--- src/rtl/alu_req_arbiter_if.sv ---
// Shared ALU types plus the bundled request / ALU / response bus of alu_req_arbiter.
// The slave modport is the arbiter side; the master modport is the client/ALU side.
package alu_pkg;

   typedef enum logic [3:0] {
      OP_ADD = 4'd0,
      OP_SUB = 4'd1,
      OP_AND = 4'd2,
      OP_OR  = 4'd3,
      OP_XOR = 4'd4,
      OP_SLT = 4'd5
   } opcode_e;

   typedef struct packed {
      logic carry;
      logic overflow;
      logic negative;
      logic zero;
   } flags_t;

endpackage

interface alu_req_arbiter_if
   import alu_pkg::*;
#(
   parameter int WIDTH   = 32,
   parameter int NUM_REQ = 4,
   parameter int ID_W    = $clog2(NUM_REQ)
);

   logic [NUM_REQ-1:0]       req_valid;
   logic [NUM_REQ-1:0]       req_ready;
   logic [NUM_REQ*WIDTH-1:0] req_operand_a;
   logic [NUM_REQ*WIDTH-1:0] req_operand_b;
   opcode_e [NUM_REQ-1:0]    req_opcode;
   logic [NUM_REQ-1:0]       req_signed_op;

   logic [WIDTH-1:0]         alu_operand_a;
   logic [WIDTH-1:0]         alu_operand_b;
   opcode_e                  alu_opcode;
   logic                     alu_signed_op;
   logic [WIDTH-1:0]         alu_result;
   flags_t                   alu_flags;

   logic                     rsp_valid;
   logic                     rsp_ready;
   logic [ID_W-1:0]          rsp_id;
   logic [WIDTH-1:0]         rsp_result;
   flags_t                   rsp_flags;

   modport slave (
      input  req_valid, req_operand_a, req_operand_b, req_opcode, req_signed_op,
      input  alu_result, alu_flags, rsp_ready,
      output req_ready, alu_operand_a, alu_operand_b, alu_opcode, alu_signed_op,
      output rsp_valid, rsp_id, rsp_result, rsp_flags
   );

   modport master (
      output req_valid, req_operand_a, req_operand_b, req_opcode, req_signed_op,
      output alu_result, alu_flags, rsp_ready,
      input  req_ready, alu_operand_a, alu_operand_b, alu_opcode, alu_signed_op,
      input  rsp_valid, rsp_id, rsp_result, rsp_flags
   );

endinterface

--- src/rtl/alu_req_arbiter.sv ---
// Round-robin arbiter sharing one combinational ALU among NUM_REQ requesters.
// Each operation runs grant -> EXEC (one ALU cycle) -> RESP (held until accepted).
module alu_req_arbiter
   import alu_pkg::*;
#(
   parameter int WIDTH   = 32,
   parameter int NUM_REQ = 4,
   parameter int ID_W    = $clog2(NUM_REQ)
) (
   input  logic             clk,
   input  logic             rst,
   alu_req_arbiter_if.slave bus,
   output logic             busy,
   output logic [31:0]      ops_done
);

   typedef enum logic [1:0] {ST_IDLE, ST_EXEC, ST_RESP} state_e;

   state_e           state;
   logic [ID_W-1:0]  ptr;

   logic [WIDTH-1:0] opa_p0;
   logic [WIDTH-1:0] opb_p0;
   opcode_e          op_p0;
   logic             sgn_p0;
   logic [ID_W-1:0]  id_p0;

   logic             vld_p1;
   logic [ID_W-1:0]  id_p1;
   logic [WIDTH-1:0] res_p1;
   flags_t           flags_p1;

   logic             any_valid;
   logic [ID_W-1:0]  win;
   logic [ID_W-1:0]  ptr_nxt;
   logic             rsp_hs;
   logic             grant;
   logic [WIDTH-1:0] sel_a;
   logic [WIDTH-1:0] sel_b;

   // Scan from the far end back to ptr so the candidate closest to ptr wins.
   always_comb begin
      win       = ptr;
      any_valid = 1'b0;
      for (int k = NUM_REQ - 1; k >= 0; k--) begin
         logic [ID_W-1:0] cand;
         cand = ID_W'((int'(ptr) + k) % NUM_REQ);
         if (bus.req_valid[cand]) begin
            win       = cand;
            any_valid = 1'b1;
         end
      end
   end

   assign ptr_nxt = (int'(win) == NUM_REQ - 1) ? '0 : win + 1'b1;
   assign rsp_hs  = vld_p1 && bus.rsp_ready;
   assign grant   = !rst && any_valid && ((state == ST_IDLE) || rsp_hs);

   assign bus.req_ready = grant ? (NUM_REQ'(1) << win) : '0;

   assign sel_a = bus.req_operand_a[int'(win)*WIDTH +: WIDTH];
   assign sel_b = bus.req_operand_b[int'(win)*WIDTH +: WIDTH];

   assign bus.alu_operand_a = opa_p0;
   assign bus.alu_operand_b = opb_p0;
   assign bus.alu_opcode    = op_p0;
   assign bus.alu_signed_op = sgn_p0;

   assign bus.rsp_valid  = vld_p1;
   assign bus.rsp_id     = id_p1;
   assign bus.rsp_result = res_p1;
   assign bus.rsp_flags  = flags_p1;

   always_ff @(posedge clk) begin
      if (rst) begin
         state    <= ST_IDLE;
         ptr      <= '0;
         busy     <= 1'b0;
         ops_done <= '0;
         opa_p0   <= '0;
         opb_p0   <= '0;
         op_p0    <= OP_ADD;
         sgn_p0   <= 1'b0;
         id_p0    <= '0;
         vld_p1   <= 1'b0;
         id_p1    <= '0;
         res_p1   <= '0;
         flags_p1 <= '0;
      end else begin
         // Issue stage: grant latches the winner's operation for EXEC
         if (grant) begin
            opa_p0 <= sel_a;
            opb_p0 <= sel_b;
            op_p0  <= bus.req_opcode[win];
            sgn_p0 <= bus.req_signed_op[win];
            id_p0  <= win;
            ptr    <= ptr_nxt;
         end
         case (state)
            ST_IDLE: begin
               if (grant) begin
                  state <= ST_EXEC;
                  busy  <= 1'b1;
               end
            end
            // Response stage: ALU output captured at the end of EXEC
            ST_EXEC: begin
               id_p1    <= id_p0;
               res_p1   <= bus.alu_result;
               flags_p1 <= bus.alu_flags;
               vld_p1   <= 1'b1;
               state    <= ST_RESP;
            end
            ST_RESP: begin
               if (rsp_hs) begin
                  ops_done <= ops_done + 32'd1;
                  vld_p1   <= 1'b0;
                  if (grant) begin
                     state <= ST_EXEC;
                  end else begin
                     state <= ST_IDLE;
                     busy  <= 1'b0;
                  end
               end
            end
            default: begin
               state  <= ST_IDLE;
               busy   <= 1'b0;
               vld_p1 <= 1'b0;
            end
         endcase
      end
   end

endmodule

--- src/flat_wrapper.sv ---
// flat-port wrapper written by rule: the top's interface ports become plain ports
module alu_req_arbiter_flat import alu_pkg::*;
#(
   parameter int WIDTH   = 32,
   parameter int NUM_REQ = 4,
   parameter int ID_W    = $clog2(NUM_REQ)
)
  (clk, rst, busy, ops_done, bus_req_valid, bus_req_operand_a, bus_req_operand_b, bus_req_opcode, bus_req_signed_op, bus_alu_result, bus_alu_flags, bus_rsp_ready, bus_req_ready, bus_alu_operand_a, bus_alu_operand_b, bus_alu_opcode, bus_alu_signed_op, bus_rsp_valid, bus_rsp_id, bus_rsp_result, bus_rsp_flags);
  alu_req_arbiter_if #(.WIDTH(WIDTH), .NUM_REQ(NUM_REQ), .ID_W(ID_W)) bus_i ();
  input  logic clk;
  input  logic rst;
  output logic busy;
  output logic [31:0] ops_done;
  input wire logic [$bits(bus_i.req_valid)-1:0] bus_req_valid;
  input wire logic [$bits(bus_i.req_operand_a)-1:0] bus_req_operand_a;
  input wire logic [$bits(bus_i.req_operand_b)-1:0] bus_req_operand_b;
  input wire logic [$bits(bus_i.req_opcode)-1:0] bus_req_opcode;
  input wire logic [$bits(bus_i.req_signed_op)-1:0] bus_req_signed_op;
  input wire logic [$bits(bus_i.alu_result)-1:0] bus_alu_result;
  input wire logic [$bits(bus_i.alu_flags)-1:0] bus_alu_flags;
  input wire logic [$bits(bus_i.rsp_ready)-1:0] bus_rsp_ready;
  output wire logic [$bits(bus_i.req_ready)-1:0] bus_req_ready;
  output wire logic [$bits(bus_i.alu_operand_a)-1:0] bus_alu_operand_a;
  output wire logic [$bits(bus_i.alu_operand_b)-1:0] bus_alu_operand_b;
  output wire logic [$bits(bus_i.alu_opcode)-1:0] bus_alu_opcode;
  output wire logic [$bits(bus_i.alu_signed_op)-1:0] bus_alu_signed_op;
  output wire logic [$bits(bus_i.rsp_valid)-1:0] bus_rsp_valid;
  output wire logic [$bits(bus_i.rsp_id)-1:0] bus_rsp_id;
  output wire logic [$bits(bus_i.rsp_result)-1:0] bus_rsp_result;
  output wire logic [$bits(bus_i.rsp_flags)-1:0] bus_rsp_flags;
  assign bus_i.req_valid = bus_req_valid;
  assign bus_i.req_operand_a = bus_req_operand_a;
  assign bus_i.req_operand_b = bus_req_operand_b;
  assign bus_i.req_opcode = bus_req_opcode;
  assign bus_i.req_signed_op = bus_req_signed_op;
  assign bus_i.alu_result = bus_alu_result;
  assign bus_i.alu_flags = bus_alu_flags;
  assign bus_i.rsp_ready = bus_rsp_ready;
  assign bus_req_ready = bus_i.req_ready;
  assign bus_alu_operand_a = bus_i.alu_operand_a;
  assign bus_alu_operand_b = bus_i.alu_operand_b;
  assign bus_alu_opcode = bus_i.alu_opcode;
  assign bus_alu_signed_op = bus_i.alu_signed_op;
  assign bus_rsp_valid = bus_i.rsp_valid;
  assign bus_rsp_id = bus_i.rsp_id;
  assign bus_rsp_result = bus_i.rsp_result;
  assign bus_rsp_flags = bus_i.rsp_flags;
  alu_req_arbiter #(.WIDTH(WIDTH), .NUM_REQ(NUM_REQ), .ID_W(ID_W)) u_core (.clk(clk), .rst(rst), .bus(bus_i), .busy(busy), .ops_done(ops_done));
endmodule
--- config.mk ---
export PLATFORM = sky130hd
export DESIGN_NAME = alu_req_arbiter_flat
export DESIGN_NICKNAME = d
export VERILOG_FILES = /design/src/rtl/alu_req_arbiter_if.sv /design/src/rtl/alu_req_arbiter.sv /design/src/flat_wrapper.sv
export SDC_FILE = /design/constraint.sdc
export NUM_CORES = 1
export LEC_CHECK = 0
export CORE_ASPECT_RATIO = 2
export CORE_MARGIN = 2
export CORE_UTILIZATION = 30
export CTS_CLUSTER_DIAMETER = 100
export DETAILED_ROUTE_END_ITERATION = 8
export PLACE_DENSITY = 0.65
export REMOVE_ABC_BUFFERS = 1
export SYNTH_ARGS = -nofsm -noshare
export SYNTH_HDL_FRONTEND = slang
export SYNTH_SLANG_ARGS = --single-unit
--- constraint.sdc ---
create_clock -name clk -period 1.6 [get_ports clk]
set_input_delay 0.16 -clock clk [delete_from_list [all_inputs] [get_ports clk]]
set_output_delay 0.16 -clock clk [all_outputs]
set_load 0.03 [all_outputs]
======== Word-level counts from Yosys, hierarchy flattened ========
Cells that the tools add are included.
word-level totals
  flip-flop bits (word level) ............. 147
  bits of input ports ..................... 319
  output and inout bits ................... 145
  logic and storage cells ................. 79
cells by class
  add/subtract/negate cells ............... 5
  order comparisons ....................... 5
  eq/ne operators ......................... 6
  shift-type cells ........................ 3
  muxes and demuxes ....................... 32
  bitwise gates (word level) .............. 2
  reduce and logical (&&, ||, !) cells .... 10
operators with widths
  cell                     count
  $shiftx A128 B8 Y32      2
  $add A32 B1 Y32 const B  1
  $lt A2 B3 Y1 const B     5
  $mux W1                  14
  $mux W2                  7
  $bmux W1 S2              5
  $bmux W4 S2              1
  $mux W4                  2
  $pmux W1 S3              2
  $pmux W2 S3              1
  $reduce_and A2 Y1        3
  $add A2 B1 Y2 const B    2
  $add A2 B2 Y2 const B    2
  $eq A2 B1 Y1 const B     2
  $ne A2 B1 Y1 const B     2
  $reduce_and A4 Y1        1
  $shl A1 B2 Y4 const A    1
  $logic_and A1 B1 Y1      3
  $eq A2 B2 Y1 const B     1
  $logic_not A2 Y1         1
  $ne A2 B2 Y1 const B     1
  $not A1 Y1               2
  $logic_not A1 Y1         1
  $logic_or A1 B1 Y1       1

======== Logic depth before layout (Yosys ltp) ========
  depth in word-level cells ............... 12
  gate-level depth with buffers ........... 9
  gate-level depth less buffers ........... 7

======== Worst setup path after synthesis ========
OpenSTA, ideal clock, no wires.
  kind .................................... flip-flop to output port
  from .................................... register u_core.ptr[1]
  to ...................................... output bus_req_ready[2]
  arrival time ............................ 1.762 ns
  data required time ...................... 1.440 ns
  slack ................................... -0.322 ns
  cell stages (with the launch flop) ...... 8
  buffers on the path ..................... 1
  cells stage by stage .................... dfxtp_1 -> nor2b_1 -> a2111oi_2 -> nor2_4 -> inv_12 -> buf_12 -> ha_1 -> and3_1
on the way
  elaborated cells on any way between the ends .. 23
  those cells by class .................... 3 x add/sub; 1 x shift; 17 x mux; 2 x reduce/logical
RTL lines
  item                           RTL line               source
  from (decl)                    alu_req_arbiter.sv:20  logic [ID_W-1:0] ptr;
  from (signal assigned)         alu_req_arbiter.sv:97  ptr <= ptr_nxt;
  $add A2 B2 Y2                  alu_req_arbiter.sv:47  cand = ID_W'((int'(ptr) + k) % NUM_REQ);
  $bmux W1 S2                    alu_req_arbiter.sv:48  if (bus.req_valid[cand]) begin
  $mux W1 (not written as such)  alu_req_arbiter.sv:48
  $mux W2 (3 in series)          alu_req_arbiter.sv:48
  $mux W2 *                      alu_req_arbiter.sv:48
  named net u_core.win[1]        alu_req_arbiter.sv:34  logic [ID_W-1:0] win;
  $shl A1 B2 Y4 *                alu_req_arbiter.sv:59  assign bus.req_ready = grant ? (NUM_REQ'(1) << win) : '0;
  $mux W4 *                      alu_req_arbiter.sv:59
  to (decl)                      flat_wrapper.sv:22     output wire logic [$bits(bus_i.req_ready)-1:0] bus_req_ready;
Mark *: on every way through the listed nets, which the timed path passes. The rest lies on a longest branch. The select of a mux whose other input is x is not followed.

======== Worst setup path after layout ========
  from .................................... register u_core.ptr[0]
  to ...................................... register u_core.opa_p0[17] (netlist: u_core.bus.alu_operand_a[17])
on the way
  word-level cells in the longest chain between the ends .. 9
  elaborated cells on any way between the ends .. 22
  those cells by class .................... 3 x add/sub; 1 x shift; 16 x mux; 2 x reduce/logical
RTL lines
  item                                                                   RTL line               source
  parallel branches: the longest is 9 deep, another holds $add A2 B2 Y2  n/a
  to (signal assigned)                                                   alu_req_arbiter.sv:92  opa_p0 <= sel_a;
  to (decl)                                                              alu_req_arbiter.sv:22  logic [WIDTH-1:0] opa_p0;
Several ways; the timed one is not identified. The select of a mux whose other input is x is not followed.
A chain may end at the register's enable or synchronous reset.

==> results.py <==
metrics = {
    "status": {
        "outcome": "complete, but fails checks",
        "violations": "setup timing",
    },
    "worst_setup_path": {
        "crit_fanout": 20,
        "crit_required_ns": 1.93,
        "r2r-start": "u_core.ptr[0]",
        "crit_path_start_kind": "flop",
        "r2r-end": "u_core.bus.alu_operand_a[17]",
        "cp-end-kind": "flop",
        "cp.arrival_ns": 2.47,
        "reg2reg_slack_ns": -0.54,
        "worstRegToRegCells": 8,
        "path_class": "reg -> reg",
    },
    "hold_path": {
        "hold_start": "rst",
        "hold_depth": 4,
        "hold_path_end": "u_core.ptr[1]",
        "hp-class": "in -> reg",
    },
    "global_routing": {
        "antenna_found_initial": 12,
        "grt_pass1_vias": 10202,
        "track_usage_pct": 24.1,
        "grt_overflow": 0,
        "grt_pass1_wl_um": 59300,
        "grt_max_degree": 148,
    },
    "sta": {
        "hold_viol": 0,
        "rsz0062_at_grt": "true",
        "slew_viol_final": 0,
        "setup_viol": 75,
        "slew_headroom_pct": 57.0,
        "post-route-period-util_pct": 134,
        "fin_skew_ns": 0.0107,
        "period_needed_ns": 2.14,
        "worstMarginPinSlew_ns": 0.645,
        "layout_setup_ws_ns": -0.542,
        "max_freq_ghz": 0.467,
        "hold_ws_ns": 0.189,
    },
    "final_layout": {
        "fin_util_pct": 55.8,
        "area_delta_synth_final_pct": 84.1,
        "fill_cells": 2611,
        "drive_gt1_share_pct": 30.6,
        "fin_nets": 1793,
    },
    "drt": {
        "avgViaCountPerCell": 5.32,
        "drc_errors": 0,
        "drt_wl_total_um": 41700,
        "drtPass1Iterations": 5,
        "ant_nets": 0,
        "via_count": 9876,
        "wl_per_cell_um": 22.5,
        "drtIter0Drc": 396,
    },
    "floorplan": {
        "core_mm2": 0.0306,
        "io_pins": 464,
        "die_w_um": 128,
        "initial_core_util_pct": 30.3,
        "die_y_um": 253,
        "die-area_mm2": 0.0324,
        "placementRows": 91,
    },
    "place": {
        "post-place-ws_ns": -0.666,
        "hpwl_um": 29700,
        "numPortBuffers": 463,
        "gp_congestion": 0.856,
    },
    "synthesis": {
        "async_flop_share_pct": 0,
        "synthFlopType": "dfxtp_1",
        "synth.area.top_cells": "dfxtp_1, a221oi_2, and2_1",
        "yosysSeqAreaShare_pct": 31.7,
        "syn_avg_cell_area_um2": 9.76,
        "yosysUniqueCellTypes": 49,
        "ys_ff_latch": 147,
        "yosys.area.top_type_share_pct": 31.7,
        "syn-cell-area_mm2": 0.00928,
        "postSynthCellCount": 951,
        "yosys_warnings": 0,
        "synth_edf_count": 0,
        "synth_top_cell_by_area": "dfxtp_1",
    },
    "power_and_ir_drop": {
        "pwr-share-comb_pct": 58.7,
        "switchingPower_mw": 8.99,
        "irDropWorstVdd_mv": 0.854,
        "p_int_mw": 12.0,
        "swShare_pct": 42.8,
        "leakage_nw": 7.43,
        "powerDensity_mw_per_mm2": 1230,
        "clkPwrFrac_pct": 18.5,
        "pwr-share-seq_pct": 22.8,
    },
    "clock_network": {
        "cts.clk_slew.worst_paths_ns": 0.07,
        "htree_num_levels": 4,
        "clk_latency_ns": 0.45,
        "tritoncts": "yes",
        "cts_buffers": 17,
        "root_buffer": "clkbuf_16",
        "clock_sinks": 147,
        "clock_path_buffers": 2,
    },
    "flow_run": {
        "maxCapViolCount": 0,
    },
}
-- per-layer routing --
metal / global-route usage (%) / share of wire (%) / vias up
met5: 0 / 0.26 / -
met4: 7.13 / 2.3 / 22
met3: 9.76 / 11 / 72
met2: 42.8 / 50 / 474
met1: 26.0 / 37 / 4683
li1: - / - / 4625
-- final cells by class --
| class | count | area, um^2 | area share [%] |
|---|---|---|---|
| sequential | 147 | 2950 | 17.3 |
| antenna | 1 | 2.50 | 0.0146 |
| clock inverter | 14 | 116 | 0.681 |
| tap | 372 | 465 | 2.72 |
| inverter | 4 | 30.0 | 0.176 |
| multi-input combinational | 698 | 6630 | 38.8 |
| clock buffer | 18 | 439 | 2.57 |
| timing repair buffer | 601 | 6450 | 37.7 |
-- worst max-delay path, cell delays in order (launching register included) --
cell	delay [ns]
dfxtp_2	0.37
and2b_1	0.23
o21bai_2	0.21
nand3_4	0.15
buf_4	0.19
buf_12	0.17
bufbuf_16	0.31
a221oi_2	0.31
o31ai_2	0.08
-- kinds of logic (layout without fill, tap and decap cells) --
logic type	after synthesis	in the layout	synth area share, %
xor gates and xnor gates	25	25	2.36
and+or+nand+nor	395	395	24.8
AOI/OAI and AO/OA	272	272	32.9
adders and majority gates	5	5	0.674
muxes	1	1	0.108
DFF	147	147	31.7
other	0	1	0
buffers and inverters	106	637	7.39
-- synthesized netlist by cell type (7+ instances only) --
cell type	number
a221oi_2	100
a21oi_1	47
nor2_1	32
o21ai_0	8
nand3_1	12
buf_6	7
buf_2	27
buf_4	19
xor2_1	22
dfxtp_1	147
and2_1	140
o31ai_2	69
clkbuf_1	41
and3_1	7
nand4_1	10
buf_12	7
a221oi_1	38
nand3b_1	74
nand2_1	89
-- through the flow --
stage | setup TNS [ns] | instance area, um^2 | power [mW] | instances
global placement | -50.96 | 15000 | 15.1 | 1798
floorplan | -360.46 | 8620 | 9.32 | 849
CTS | -28.02 | 16400 | 20.1 | 1846
global route | -36.83 | 17100 | 22.0 | 1854
finish | -30.98 | 17100 | 21.0 | 1855
detailed placement | -55.02 | 15000 | 15.2 | 1798
-- sequential cells by signal (all words and copies together) (netlist names) --
register	count
u_core.bus.alu_operand_a	32
u_core.bus.alu_operand_b	32
u_core.bus.rsp_result	32
u_core.ops_done	32
u_core.bus.alu_opcode	4
u_core.bus.rsp_flags	4
u_core.bus.rsp_id	2
u_core.id_p0	2
u_core.ptr	2
u_core.state	2
u_core.bus.alu_signed_op	1
u_core.bus.rsp_valid	1
u_core.busy	1
-- power groups by stage --
stage               Clock, mW  Sequential (mW)  Combinational [mW]
finish                   3.88             4.78                12.3
global route             4.14             4.85                13.0
CTS                      4.00             4.78                11.3
detailed placement          0             4.85                10.4
global placement            0             4.84                10.2
floorplan                   0             5.84                3.48
-- worst max-delay path by stage --
stage                     depth (start not counted)  slack (ns)        startpoint                           end
after floorplan                                   4       -4.64     u_core.ptr[0]              bus_req_ready[0]
after global placement                            8       -0.66  bus_req_valid[2]  u_core.bus.alu_operand_a[16]
after detailed placement                          8       -0.67  bus_req_valid[2]   u_core.bus.alu_operand_a[5]
after CTS                                         7       -0.54     u_core.ptr[0]              bus_req_ready[2]
after global routing                              8       -0.64     u_core.ptr[0]  u_core.bus.alu_operand_a[10]
final                                             8       -0.54     u_core.ptr[0]  u_core.bus.alu_operand_a[17]
-- layout by cell type, fill, tap and decap left out, types with 3 or more instances in the layout --
master	instances
buf_4	89
xnor2_1	3
nand2_1	89
and2_1	104
buf_16	12
buf_12	28
clkbuf_16	22
or3_1	5
dlymetal6s2s_1	59
nor2b_1	3
buf_6	8
clkinvlp_4	3
dfxtp_2	7
nor2_1	31
o21ai_0	7
and3_4	4
dlygate4sd2_1	81
nor3_4	3
nand4_1	10
a221oi_4	46
dfxtp_1	140
o31ai_2	69
and2_4	36
nand3b_1	74
a221oi_2	88
and3_1	4
a221oi_1	4
a21oi_1	46
xor2_1	22
clkdlybuf4s50_1	316
inv_6	5
nand3_1	10
-- what timing repair did --
action | CTS | global route
hold buffers | 0 | 0
setup buffers | 12 | 3
hold endpoints to repair | 0 | 0
gates cloned | 6 | 5
pin swaps | 37 | 14
resized for setup | 212 | 110
endpoints found under the setup margin | 221 | 147
Power figures use the tool's default switching activity.
